**src/rtl/reorg_copy_engine_if.sv**
```systemverilog
// reorg_copy_engine_if: scheduler handshake plus source/destination memory ports.
// master = copy engine side, slave = scheduler/memory side.
interface reorg_copy_engine_if #(
  parameter int ADDR_W = 16,
  parameter int DATA_W = 16
);
  logic              start;
  logic [ADDR_W-1:0] src_base;
  logic [ADDR_W-1:0] des_base;
  logic              busy;
  logic              done;
  logic              rd_en;
  logic [ADDR_W-1:0] rd_addr;
  logic [DATA_W-1:0] rd_data;
  logic              wr_en;
  logic [ADDR_W-1:0] wr_addr;
  logic [DATA_W-1:0] wr_data;
  logic              wr_ready;

  modport master (
    input  start, src_base, des_base, rd_data, wr_ready,
    output busy, done, rd_en, rd_addr, wr_en, wr_addr, wr_data
  );

  modport slave (
    output start, src_base, des_base, rd_data, wr_ready,
    input  busy, done, rd_en, rd_addr, wr_en, wr_addr, wr_data
  );
endinterface

```
**src/rtl/reorg_copy_engine.sv**
```systemverilog
// reorg_copy_engine: YOLO reorg (space-to-depth) layer copy sequencer.
// Optional REORG_CHECKSUM_EN adds a 32-bit write-data checksum output.
module reorg_copy_engine #(
  parameter int WIDTH      = 12,
  parameter int HEIGHT     = 12,
  parameter int DEPTH_SRC  = 64,
  parameter int WIDTH_SRC  = 24,
  parameter int HEIGHT_SRC = 24,
  parameter int STRIDE     = 2,
  parameter int ADDR_W     = 16,
  parameter int DATA_W     = 16,
  parameter int RD_LAT     = 1,
  parameter int FIFO_DEPTH = 4
) (
  input  logic clk,
  input  logic reset_n,
  reorg_copy_engine_if.master bus
`ifdef REORG_CHECKSUM_EN
  ,
  output logic [31:0] checksum
`endif
);

  localparam int LS = $clog2(STRIDE);
  localparam int PW = $clog2(FIFO_DEPTH);
  localparam int CW = PW + 2;

  typedef logic [ADDR_W-1:0] addr_t;
  typedef logic [DATA_W-1:0] data_t;
  typedef logic [CW-1:0]     cnt_t;

  localparam addr_t W_A  = addr_t'(WIDTH);
  localparam addr_t H_A  = addr_t'(HEIGHT);
  localparam addr_t D_A  = addr_t'(DEPTH_SRC);
  localparam addr_t WS_A = addr_t'(WIDTH_SRC);
  localparam addr_t HS_A = addr_t'(HEIGHT_SRC);
  localparam addr_t S_A  = addr_t'(STRIDE);
  localparam addr_t SM_A = addr_t'(STRIDE - 1);
  localparam addr_t W_M  = addr_t'(WIDTH - 1);
  localparam addr_t H_M  = addr_t'(HEIGHT - 1);
  localparam addr_t D_M  = addr_t'(DEPTH_SRC - 1);
  localparam addr_t O_M  = addr_t'(STRIDE * STRIDE - 1);
  localparam cnt_t  FD_C = cnt_t'(FIFO_DEPTH);

  localparam logic [1:0] S_IDLE  = 2'd0;
  localparam logic [1:0] S_RUN   = 2'd1;
  localparam logic [1:0] S_DRAIN = 2'd2;
  localparam logic [1:0] S_DONE  = 2'd3;

  logic [1:0] state_q, state_d;
  addr_t col_q, col_d;
  addr_t row_q, row_d;
  addr_t chs_q, chs_d;
  addr_t off_q, off_d;
  addr_t sbase_q, sbase_d;
  addr_t dbase_q, dbase_d;
  logic  rd_en_q, rd_en_d;
  addr_t rd_addr_q, rd_addr_d;
  addr_t wa_q, wa_d;
  logic [RD_LAT-1:0] pv_q, pv_d;
  addr_t pa_q [RD_LAT];
  addr_t pa_d [RD_LAT];
  addr_t fa_q [FIFO_DEPTH];
  addr_t fa_d [FIFO_DEPTH];
  data_t fd_q [FIFO_DEPTH];
  data_t fd_d [FIFO_DEPTH];
  logic [PW-1:0] head_q, head_d;
  logic [PW-1:0] tail_q, tail_d;
  cnt_t cnt_q, cnt_d;

  logic  wr_en, push, pop, last, issue, room, start_acc;
  cnt_t  inflight;
  addr_t sb, db, src_a, dst_a;

  assign wr_en       = (cnt_q != '0);
  assign push        = pv_q[RD_LAT-1];
  assign pop         = wr_en & bus.wr_ready;
  assign start_acc   = (state_q == S_IDLE) & bus.start;

  assign bus.busy    = (state_q == S_RUN) | (state_q == S_DRAIN);
  assign bus.done    = (state_q == S_DONE);
  assign bus.rd_en   = rd_en_q;
  assign bus.rd_addr = rd_addr_q;
  assign bus.wr_en   = wr_en;
  assign bus.wr_addr = fa_q[head_q];
  assign bus.wr_data = fd_q[head_q];

  // Source/destination address of the element the counters point at.
  always_comb begin
    sb = (state_q == S_IDLE) ? bus.src_base : sbase_q;
    db = (state_q == S_IDLE) ? bus.des_base : dbase_q;
    src_a = sb + col_q * S_A + (off_q & SM_A)
          + WS_A * (row_q * S_A + (off_q >> LS) + chs_q * HS_A);
    dst_a = db + col_q
          + W_A * (row_q + (off_q * D_A + chs_q) * H_A);
    last = (col_q == W_M) && (row_q == H_M)
        && (chs_q == D_M) && (off_q == O_M);
  end

  // Read delay line, write FIFO, credit check and sequencer FSM.
  always_comb begin
    state_d   = state_q;
    col_d     = col_q;
    row_d     = row_q;
    chs_d     = chs_q;
    off_d     = off_q;
    sbase_d   = sbase_q;
    dbase_d   = dbase_q;
    rd_addr_d = rd_addr_q;
    wa_d      = wa_q;
    rd_en_d   = 1'b0;
    issue     = 1'b0;
    fa_d      = fa_q;
    fd_d      = fd_q;
    head_d    = head_q;
    tail_d    = tail_q;

    pv_d[0] = rd_en_q;
    pa_d[0] = wa_q;
    for (int i = 1; i < RD_LAT; i++) begin
      pv_d[i] = pv_q[i-1];
      pa_d[i] = pa_q[i-1];
    end

    if (push) begin
      fa_d[tail_q] = pa_q[RD_LAT-1];
      fd_d[tail_q] = bus.rd_data;
      tail_d       = tail_q + 1'b1;
    end
    if (pop) head_d = head_q + 1'b1;
    cnt_d = cnt_q + cnt_t'(push) - cnt_t'(pop);

    // reads still to land after this edge; the one pushing now is in cnt_d
    inflight = cnt_t'(rd_en_q);
    for (int i = 0; i < RD_LAT - 1; i++) begin
      inflight = inflight + cnt_t'(pv_q[i]);
    end
    room = (cnt_d + inflight) < FD_C;

    case (state_q)
      S_IDLE: begin
        if (bus.start) begin
          sbase_d = bus.src_base;
          dbase_d = bus.des_base;
          issue   = 1'b1;
          state_d = last ? S_DRAIN : S_RUN;
        end
      end
      S_RUN: begin
        if (room) begin
          issue = 1'b1;
          if (last) state_d = S_DRAIN;
        end
      end
      S_DRAIN: begin
        if (cnt_d == '0 && inflight == '0) state_d = S_DONE;
      end
      default: state_d = S_IDLE;
    endcase

    if (issue) begin
      rd_en_d   = 1'b1;
      rd_addr_d = src_a;
      wa_d      = dst_a;
      if (col_q == W_M) begin
        col_d = '0;
        if (row_q == H_M) begin
          row_d = '0;
          if (chs_q == D_M) begin
            chs_d = '0;
            off_d = (off_q == O_M) ? '0 : off_q + 1'b1;
          end else begin
            chs_d = chs_q + 1'b1;
          end
        end else begin
          row_d = row_q + 1'b1;
        end
      end else begin
        col_d = col_q + 1'b1;
      end
    end
  end

  // State, counters, delay line and FIFO registers.
  always_ff @(posedge clk or negedge reset_n) begin
    if (!reset_n) begin
      state_q   <= S_IDLE;
      col_q     <= '0;
      row_q     <= '0;
      chs_q     <= '0;
      off_q     <= '0;
      sbase_q   <= '0;
      dbase_q   <= '0;
      rd_en_q   <= 1'b0;
      rd_addr_q <= '0;
      wa_q      <= '0;
      pv_q      <= '0;
      head_q    <= '0;
      tail_q    <= '0;
      cnt_q     <= '0;
      for (int i = 0; i < RD_LAT; i++) pa_q[i] <= '0;
      for (int i = 0; i < FIFO_DEPTH; i++) begin
        fa_q[i] <= '0;
        fd_q[i] <= '0;
      end
    end else begin
      state_q   <= state_d;
      col_q     <= col_d;
      row_q     <= row_d;
      chs_q     <= chs_d;
      off_q     <= off_d;
      sbase_q   <= sbase_d;
      dbase_q   <= dbase_d;
      rd_en_q   <= rd_en_d;
      rd_addr_q <= rd_addr_d;
      wa_q      <= wa_d;
      pv_q      <= pv_d;
      pa_q      <= pa_d;
      head_q    <= head_d;
      tail_q    <= tail_d;
      cnt_q     <= cnt_d;
      fa_q      <= fa_d;
      fd_q      <= fd_d;
    end
  end

`ifdef REORG_CHECKSUM_EN
  logic [31:0] sum_q, sum_d;

  assign checksum = sum_q;

  // Running sum of accepted write data, restarted per transfer.
  always_comb begin
    sum_d = sum_q;
    if (start_acc) sum_d = '0;
    else if (pop) sum_d = sum_q + 32'(fd_q[head_q]);
  end

  // Checksum register.
  always_ff @(posedge clk or negedge reset_n) begin
    if (!reset_n) sum_q <= '0;
    else sum_q <= sum_d;
  end
`else
  logic unused_start_acc;
  assign unused_start_acc = start_acc;
`endif

endmodule

```
**src/flat_wrapper.sv**
```systemverilog
// flat-port wrapper written by rule: the top's interface ports become plain ports
module reorg_copy_engine_flat 
#(
  parameter int WIDTH      = 12,
  parameter int HEIGHT     = 12,
  parameter int DEPTH_SRC  = 64,
  parameter int WIDTH_SRC  = 24,
  parameter int HEIGHT_SRC = 24,
  parameter int STRIDE     = 2,
  parameter int ADDR_W     = 16,
  parameter int DATA_W     = 16,
  parameter int RD_LAT     = 1,
  parameter int FIFO_DEPTH = 4
)
  (clk, reset_n, bus_start, bus_src_base, bus_des_base, bus_rd_data, bus_wr_ready, bus_busy, bus_done, bus_rd_en, bus_rd_addr, bus_wr_en, bus_wr_addr, bus_wr_data);
  reorg_copy_engine_if #(.ADDR_W(ADDR_W), .DATA_W(DATA_W)) bus_i ();
  input  logic clk;
  input  logic reset_n;
  input wire logic [$bits(bus_i.start)-1:0] bus_start;
  input wire logic [$bits(bus_i.src_base)-1:0] bus_src_base;
  input wire logic [$bits(bus_i.des_base)-1:0] bus_des_base;
  input wire logic [$bits(bus_i.rd_data)-1:0] bus_rd_data;
  input wire logic [$bits(bus_i.wr_ready)-1:0] bus_wr_ready;
  output wire logic [$bits(bus_i.busy)-1:0] bus_busy;
  output wire logic [$bits(bus_i.done)-1:0] bus_done;
  output wire logic [$bits(bus_i.rd_en)-1:0] bus_rd_en;
  output wire logic [$bits(bus_i.rd_addr)-1:0] bus_rd_addr;
  output wire logic [$bits(bus_i.wr_en)-1:0] bus_wr_en;
  output wire logic [$bits(bus_i.wr_addr)-1:0] bus_wr_addr;
  output wire logic [$bits(bus_i.wr_data)-1:0] bus_wr_data;
  assign bus_i.start = bus_start;
  assign bus_i.src_base = bus_src_base;
  assign bus_i.des_base = bus_des_base;
  assign bus_i.rd_data = bus_rd_data;
  assign bus_i.wr_ready = bus_wr_ready;
  assign bus_busy = bus_i.busy;
  assign bus_done = bus_i.done;
  assign bus_rd_en = bus_i.rd_en;
  assign bus_rd_addr = bus_i.rd_addr;
  assign bus_wr_en = bus_i.wr_en;
  assign bus_wr_addr = bus_i.wr_addr;
  assign bus_wr_data = bus_i.wr_data;
  reorg_copy_engine #(.WIDTH(WIDTH), .HEIGHT(HEIGHT), .DEPTH_SRC(DEPTH_SRC), .WIDTH_SRC(WIDTH_SRC), .HEIGHT_SRC(HEIGHT_SRC), .STRIDE(STRIDE), .ADDR_W(ADDR_W), .DATA_W(DATA_W), .RD_LAT(RD_LAT), .FIFO_DEPTH(FIFO_DEPTH)) u_core (.clk(clk), .reset_n(reset_n), .bus(bus_i));
endmodule
```
**config.mk**
```make
export PLATFORM = sky130hd
export DESIGN_NAME = reorg_copy_engine_flat
export DESIGN_NICKNAME = d
export VERILOG_FILES = /design/src/rtl/reorg_copy_engine_if.sv /design/src/rtl/reorg_copy_engine.sv /design/src/flat_wrapper.sv
export SDC_FILE = /design/constraint.sdc
export NUM_CORES = 1
export LEC_CHECK = 0
export BUFFER_PORTS_ARGS = -buffer_cell sky130_fd_sc_hd__buf_4
export CAP_MARGIN = 20
export CORE_MARGIN = 4
export CORE_UTILIZATION = 47
export CTS_BUF_LIST = sky130_fd_sc_hd__clkbuf_4 sky130_fd_sc_hd__clkbuf_8
export DETAILED_ROUTE_END_ITERATION = 12
export HOLD_SLACK_MARGIN = 0.06
export PLACE_DENSITY_LB_ADDON = 0.05
export SYNTH_ARGS = -nofsm -noshare
export SYNTH_HDL_FRONTEND = slang
export SYNTH_SLANG_ARGS = --single-unit
```
**constraint.sdc**
```tcl
create_clock -name clk -period 10.25 [get_ports clk]
set_clock_uncertainty 0.2 [all_clocks]
set_input_delay 0.5125 -clock clk [delete_from_list [all_inputs] [get_ports clk]]
set_output_delay 0.5125 -clock clk [all_outputs]
set_load 0.01 [all_outputs]
```
# == Yosys cells after proc, flatten, opt, wreduce, memory -nomap -nowiden ==
# Cells that the tools add are included.
# classes
n_eq_ne,11
n_bitwise,5
muxes,26
n_addsub,18
n_mul,4
order_cmp,4
n_reduce_logical,13
# ops
operator,n
two-way mux 16 bit,11
bitwise mux 64 bit,2
adder 16 bit,7
"adder 16 x 1 -> 16 bit, second input constant",4
binary-select mux 16 bit (select 2 bit),2
demux 16 bit (select 2 bit),1
"equality test 16 x 4 -> 1 bit, second input constant",2
adder 16 x 1 -> 16 bit,1
adder 16 x 15 -> 16 bit,1
"equality test 16 x 2 -> 1 bit, second input constant",1
"equality test 16 x 6 -> 1 bit, second input constant",1
"multiplier 16 x 2 -> 13 bit, second input constant",1
"multiplier 16 x 2 -> 14 bit, second input constant",1
"multiplier 2 x 16 -> 13 bit, first input constant",1
"multiplier 2 x 16 -> 14 bit, first input constant",1
two-way mux 2 bit,5
adder 4 x 1 -> 4 bit,2
AND reduction 4 bit,2
"greater-or-equal comparator 3 bit, second input constant",2
NOT 2 -> 3 bit,2
case mux 2 bit (3 select lines),1
logical AND 1 bit,5
"adder 2 x 1 -> 2 bit, second input constant",2
"equality test 2 bit, second input constant",2
16 further kinds,21
# word_totals
register_bits,284
out_inout_bits,52
elab_cells,104
inputBits,52

# == Longest topological paths before layout ==
# Gate-level depths: netlist of the first run.
# logic_depth
depth_word,8
mapped_depth,31
depth_no_buf,31

# == Least setup slack after synthesis of the first run ==
# OpenSTA, ideal clock, no wires.
# synth_timing
path_type,register to register
from,reg u_core.chs_q[0]
to,reg u_core.rd_addr_q[15] (netlist: u_core.bus.rd_addr[15])
setup_ps,125
path_stages_with_launch,26
path_buffers,0
period_less_slack_ps,6201
arrival_time_ps,5876
t_required_ps,9925
setup_slack_ps,4049
path_cell_list,dfrtp_1 ha_1 fa_1 xor2_1 inv_1 fa_1 inv_1 ha_1 and2_1 o21ai_0 nand3b_1 xor2_1 ha_1 a21oi_1 nor2b_1 o311ai_0 xor2_1 fa_1 xnor2_1 xnor2_1 xnor2_1 xnor2_1 xnor2_1 xnor3_1 xnor2_1 mux2_2
# synth_between
elab_chain_len,4
# synth_lines
item,line,text
from (decl),reorg_copy_engine.sv:53,"addr_t chs_q, chs_d;"
from (signal assigned),reorg_copy_engine.sv:210,chs_q <= chs_d;
multiplier 16 x 2 -> 13 bit,reorg_copy_engine.sv:93,+ WS_A * (row_q * S_A + (off_q >> LS) + chs_q * HS_A);
adder 16 bit,reorg_copy_engine.sv:93,
multiplier 2 x 16 -> 13 bit,reorg_copy_engine.sv:93,
adder 16 bit,reorg_copy_engine.sv:93,
to (signal assigned),reorg_copy_engine.sv:215,rd_addr_q <= rd_addr_d;
to (decl),reorg_copy_engine.sv:58,"addr_t rd_addr_q, rd_addr_d;"
# No other way between the ends.
# A chain may end at the register's enable or synchronous reset.

# == Worst setup path in the final report of the first run ==
# Ends and elaborated chain as after synthesis.

==> impl_metrics.yaml, run 1 <==
status:
  run_status: "completed"
sta:
  drv_slew: 0
  rsz0062_at_grt: "no"
  worst_pin_slew_ns: 0.9659
  max_slew_margin: 0.3561
  finalHoldViolCount: 0
  clock.fmax_ghz: 0.1460
  fin_crit_sh: 0.6681
  finalCriticalPeriod_ns: 6.848
  setup_viol: 0
  setup_tns_ns: 0
clocking:
  path_clk_slew_ns: 0.06
  htree_levels: 2
  clockBufferDepth: 3
  clk_latency_ns: 0.63
  clock-root-buffer: "clkbuf_8"
  cts-buffers-inserted: 51
  cts_tree: "yes"
  post-cts-setup-buffer-count: 0
  clock_sinks: 284
drt:
  wirelength_mm: 38.51
  drt_pass1_iterations: 5
  drtAntennaViolNets: 0
  drtIter0Drc: 452
  wl_per_cell_um: 17.84
  viasPerCell: 5.331
  drc: 0
  vias: 11504
finish:
  seqCellArea_sq_um: 7108
  mostFrequentLayoutCell: "dfrtp_1"
  multi_input_area_sq_um: 9448
  mostFrequentLayoutCells: "dfrtp_1, mux2_2, ha_1, inv_1, buf_4"
  area.growth.synth_to_final_pct: 16.76
  fin_util: 0.5601
  num-nets-final: 1872
  drive_gt1_frac: 0.2640
  fillerInstances: 3202
  final_cells: 2158
  n_antenna_cell: 0
  top_regs: "u_core.fa_q: 64 flops, u_core.fd_q: 64 flops"
global_routing:
  met3_usage: 0.03591
  grt_pass1_vias: 12113
  grt_pass1_wl_mm: 63.80
  antenna_found_initial: 0
  grt.busiest_layer: "met2"
  grt_util_met1: 0.2622
  grt_overflow: 0
  grt.met2_usage: 0.3437
  gr-usage-all-layers: 0.2017
  grt_max_degree: 173
synth:
  yosysUniqueCellTypes: 73
  synth_seq_cells: 284
  syn_nets: 1695
  yosysSeqAreaShare: 0.4145
  synth_warnings: 0
  synth_ff_type: "dfrtp_1"
  synth_area_sq_um: 17150
  postSynthCellCount: 1484
  synth_edf_count: 0
  avgSynthCellArea_sq_um: 11.55
  async_flop_share: 1.000
run:
  cap_violations: 0
pwr:
  leakage_uw: 0.009416
  vdd_ir_drop_max_uv: 206.6
  p_per_area_nw_per_um2: 223.4
critical_path:
  slowest_delay_ns: 0.48
  arrival_ns: 7.15
  start_kind: "flop"
  worstPathRequired_ns: 10.56
  endpoint_kind: "flop"
  path_max_fanout: 6
  worstSetupPathType: "reg2reg"
  cpMostUsedCell: "xnor2_1"
  cp_slowest_cell: "fa_1"
floorplanning:
  die-area_sq_um: 39600
  die_h_um: 199.0
  fp.dieW_um: 199.0
  start_util: 0.4797
  rows: 69
  coreArea_sq_um: 35740
  ios: 104
placement:
  place_congestion: 0.8738
  port_buffers: 103
  dp_hpwl_mm: 27.66
  dp_cells: 2019
hold_path:
  hold_class: "reg2reg"
[Yosys cell counts (all sizes together) (21+ instances only)]
master	number	area share
dfrtp	284	0.41
clkbuf	21	0.0046
xnor2	102	0.052
nand2	93	0.020
mux4	32	0.042
nor3	38	0.013
fa	43	0.050
xor2	40	0.020
mux2	184	0.12
a21oi	53	0.015
o21ai	56	0.017
nor2	64	0.015
inv	114	0.025
ha	116	0.085
nand3	29	0.0085
[layer usage]
layer	vias up	part of all wire
met5	-	0
li1	5592	-
met4	0	0.028
met3	65	0.039
met1	5668	0.45
met2	179	0.48
[final cells by class]
class / instances / area share
Multi-Input combinational cell: 1045 / 0.4720
Sequential cell: 284 / 0.3551
Timing Repair Buffer: 165 / 0.06913
Clock buffer: 84 / 0.05150
Tap cell: 461 / 0.02881
Inverter: 114 / 0.02138
Clock inverter: 5 / 0.002125
[stage by stage]
stage / hold slack (ns) / worst slack (ns) / power [uW] / cell area [sq um]
after floorplan: 0.01691 / 4.049 / 2822 / 17150
after global placement: 0.1595 / 3.671 / 3365 / 18440
after detailed placement: 0.1599 / 3.470 / 3401 / 18440
after CTS: 0.1262 / 3.414 / 4550 / 20020
after global routing: 0.1737 / 2.946 / 4809 / 20020
final: 0.1702 / 3.402 / 4472 / 20020
[cell families (layout without fill, tap and decap cells)]
family / count (synthesis) / after routing / share of synthesized area
and+or+nand+nor: 320 / 320 / 0.09560
DFF: 284 / 284 / 0.4145
muxes: 229 / 229 / 0.1705
AOI/OAI and AO/OA: 191 / 191 / 0.07290
adders and majority gates: 160 / 160 / 0.1354
buffers and inverters: 155 / 368 / 0.03459
xor gates and xnor gates: 145 / 145 / 0.07648
[worst max-delay path: cells and delay by family (launching register included)]
family	cells	cell delay, ns
simple gates	3	0.38
mux	1	0.26
buf+inv	2	0.13
compound gates	3	0.90
flops	1	0.45
fa+ha+maj	6	2.34
xor+xnor	10	2.09
[where the power goes]
part / internal [uW] / total, uW / switching (uW) / leakage [uW]
Clock: 632 / 1110 / 474 / 0.000577
Sequential: 1470 / 1670 / 198 / 0.00350
Combinational: 836 / 1700 / 863 / 0.00534
Total: 2940 / 4470 / 1540 / 0.00942
[worst paths after layout]
check | startpoint | endpoint | slack, ns | cells after the start
max | u_core.chs_q[0] | u_core.bus.rd_addr[15] | 3.40 | 25
min | u_core.pa_d[0] | u_core.pa_q[0] | 0.17 | 0
max reg2reg | u_core.chs_q[0] | u_core.bus.rd_addr[15] | 3.40 | 25
min reg2reg | u_core.pa_d[0] | u_core.pa_q[0] | 0.17 | 0
max in group asynchronous | reset_n | u_core.sbase_q[9] | 8.11 | 3
min in group asynchronous | reset_n | u_core.fd_q[62] | 0.33 | 2
[repair_timing]
item / in CTS / in global routing
hold endpoints to repair: 209 / 0
hold buffers: 50 / 0
resized for setup: 0 / 0
(Power assumes the default switching activity.)
==> run 2, diff against run 1 <==
Clock period 10.25 ns to 6.5 ns, I/O delays scaled along.
==> impl_metrics.yaml, run 2 (same netlist as run 1, synthesis figures left out) <==
drt:
  wl_per_cell_um: 17.80
  vias: 11580
  drtAntennaViolNets: 0
  drc: 0
  wirelength_mm: 38.97
  viasPerCell: 5.290
  drt_pass1_iterations: 4
  drtIter0Drc: 510
critical_path:
  rrSetupSlack_ns: 0.33
  path_max_fanout: 4
  crit_buf_inv: 2
  r2r_cells: 23
  arrival_ns: 6.46
  cp_slowest_cell: "fa_1"
  worst_r2r_endpoint: "u_core.bus.rd_addr[15]"
  endpoint_kind: "flop"
  r2r_start: "u_core.chs_q[0]"
  slowest_delay_ns: 0.48
  cp_top_family: "adder cells"
  start_kind: "flop"
  path_cells: "ha_1 -> fa_2 -> a21o_1 -> a21oi_2 -> xnor2_2 -> inv_1 -> fa_1 -> inv_1 -> ha_1 -> or3_1 -> o211ai_2 -> xnor2_1 -> ha_2 -> nand2_1 -> o41ai_1 -> xnor2_1 -> fa_1 -> ha_1 -> or3_1 -> o21ai_0 -> a21oi_1 -> xnor2_1 -> mux2_2"
  worstSetupPathType: "reg2reg"
  worstPathRequired_ns: 6.79
sta:
  clock.fmax_ghz: 0.1620
  finalWorstSetupSlack_ns: 0.3266
  fin_hold_ws_ns: 0.1127
  worst_pin_slew_ns: 0.9525
  finalHoldViolCount: 0
  max_slew_margin: 0.3650
  finalCriticalPeriod_ns: 6.173
  drv_slew: 0
  setup_viol: 0
  fin_crit_sh: 0.9498
floorplanning:
  coreArea_sq_um: 35740
  rows: 69
  die-area_sq_um: 39600
  fp.dieW_um: 199.0
  ios: 104
  die_h_um: 199.0
  start_util: 0.4797
finish:
  fin_util: 0.5716
  top_regs: "u_core.fa_q: 64 flops, u_core.fd_q: 64 flops"
  seqCellArea_sq_um: 7108
  multi_input_area_sq_um: 9584
  fillerInstances: 3116
  num-nets-final: 1898
  n_antenna_cell: 0
  area.growth.synth_to_final_pct: 19.16
  mostFrequentLayoutCell: "dfrtp_1"
  drive_gt1_frac: 0.2917
  mostFrequentLayoutCells: "dfrtp_1, mux2_2, buf_4, inv_1, ha_1"
pwr:
  leakage_uw: 0.009611
  p_per_area_nw_per_um2: 350.5
  vdd_ir_drop_max_uv: 292.4
global_routing:
  grt_pass1_wl_mm: 63.48
  grt_overflow: 0
  grt_pass1_vias: 12106
  antenna_found_initial: 1
  gr-usage-all-layers: 0.2017
  grt_max_degree: 176
status:
  run_status: "completed"
clocking:
  cts-buffers-inserted: 51
  clockBufferDepth: 3
  htree_levels: 2
  clock_sinks: 284
  cts_tree: "yes"
  clock-root-buffer: "clkbuf_8"
  clk_latency_ns: 0.62
  path_clk_slew_ns: 0.06
placement:
  place_congestion: 0.8562
  dp_hpwl_mm: 27.79
  place_ws_ns: 0.02170
  port_buffers: 103
hold_path:
  hold_class: "in2async"
run:
  cap_violations: 0
[run 2: cell count changes in the layout (fill, tap and decap cells not counted), moves of 4 or more]
cell	delta
ha_2	+4
a21oi_2	+6
clkbuf_4	-4
ha_1	-5
xor2_2	+4
xor2_1	-4
buf_4	+25
a21oi_1	-6
clkbuf_8	+7
[run 2: power breakdown]
part | switching (uW) | internal, uW
Combinational | 1390 | 1320
Clock | 763 | 1060
Sequential | 310 | 2310
Total | 2460 | 4700
[run 2: final cells by class]
cell class,count,share of cell area
Clock buffer,87,0.05371
Clock inverter,7,0.002695
Inverter,114,0.02094
Multi-Input combinational cell,1045,0.4691
Sequential cell,284,0.3479
Tap cell,461,0.02823
Timing Repair Buffer,191,0.07741
[run 2: what timing repair did]
action / CTS / global route
hold endpoints to repair: 213 / 0
gates resized for setup: 1 / 30
setup endpoints to repair: 1 / 3
setup buffers: 0 / 8
pin swaps: 0 / 25
hold buffers: 51 / 0
[run 2: metrics by stage]
step	cells	cell area (sq um)	setup TNS (ns)	power, uW
4_1_cts	2181	20240	0	7283
6_report	2189	20430	0	7160
3_3_place_gp	2036	18570	0	5336
3_5_place_dp	2036	18570	0	5391
5_1_grt	2189	20430	-0.02676	7660
2_1_floorplan	1484	17150	0	4449
[run 2: worst max-delay path by stage]
stage | from | to | slack (ns) | depth (start not counted)
after floorplan | u_core.chs_q[0] | u_core.bus.rd_addr[15] | 0.30 | 25
after global placement | u_core.chs_q[0] | u_core.bus.rd_addr[15] | 0.09 | 25
after detailed placement | u_core.chs_q[0] | u_core.bus.rd_addr[15] | 0.02 | 25
after CTS | u_core.chs_q[0] | u_core.bus.rd_addr[15] | 0.04 | 25
after global routing | u_core.chs_q[0] | u_core.bus.rd_addr[15] | -0.01 | 26
final | u_core.chs_q[0] | u_core.bus.rd_addr[15] | 0.33 | 23
[run 2: per-layer routing]
layer	up-vias	part of all wire	global-route usage
met5	-	0	0
met4	0	0.020	0.05598
met3	57	0.036	0.02998
met2	179	0.49	0.3473
met1	5701	0.45	0.2678
li1	5643	-	-
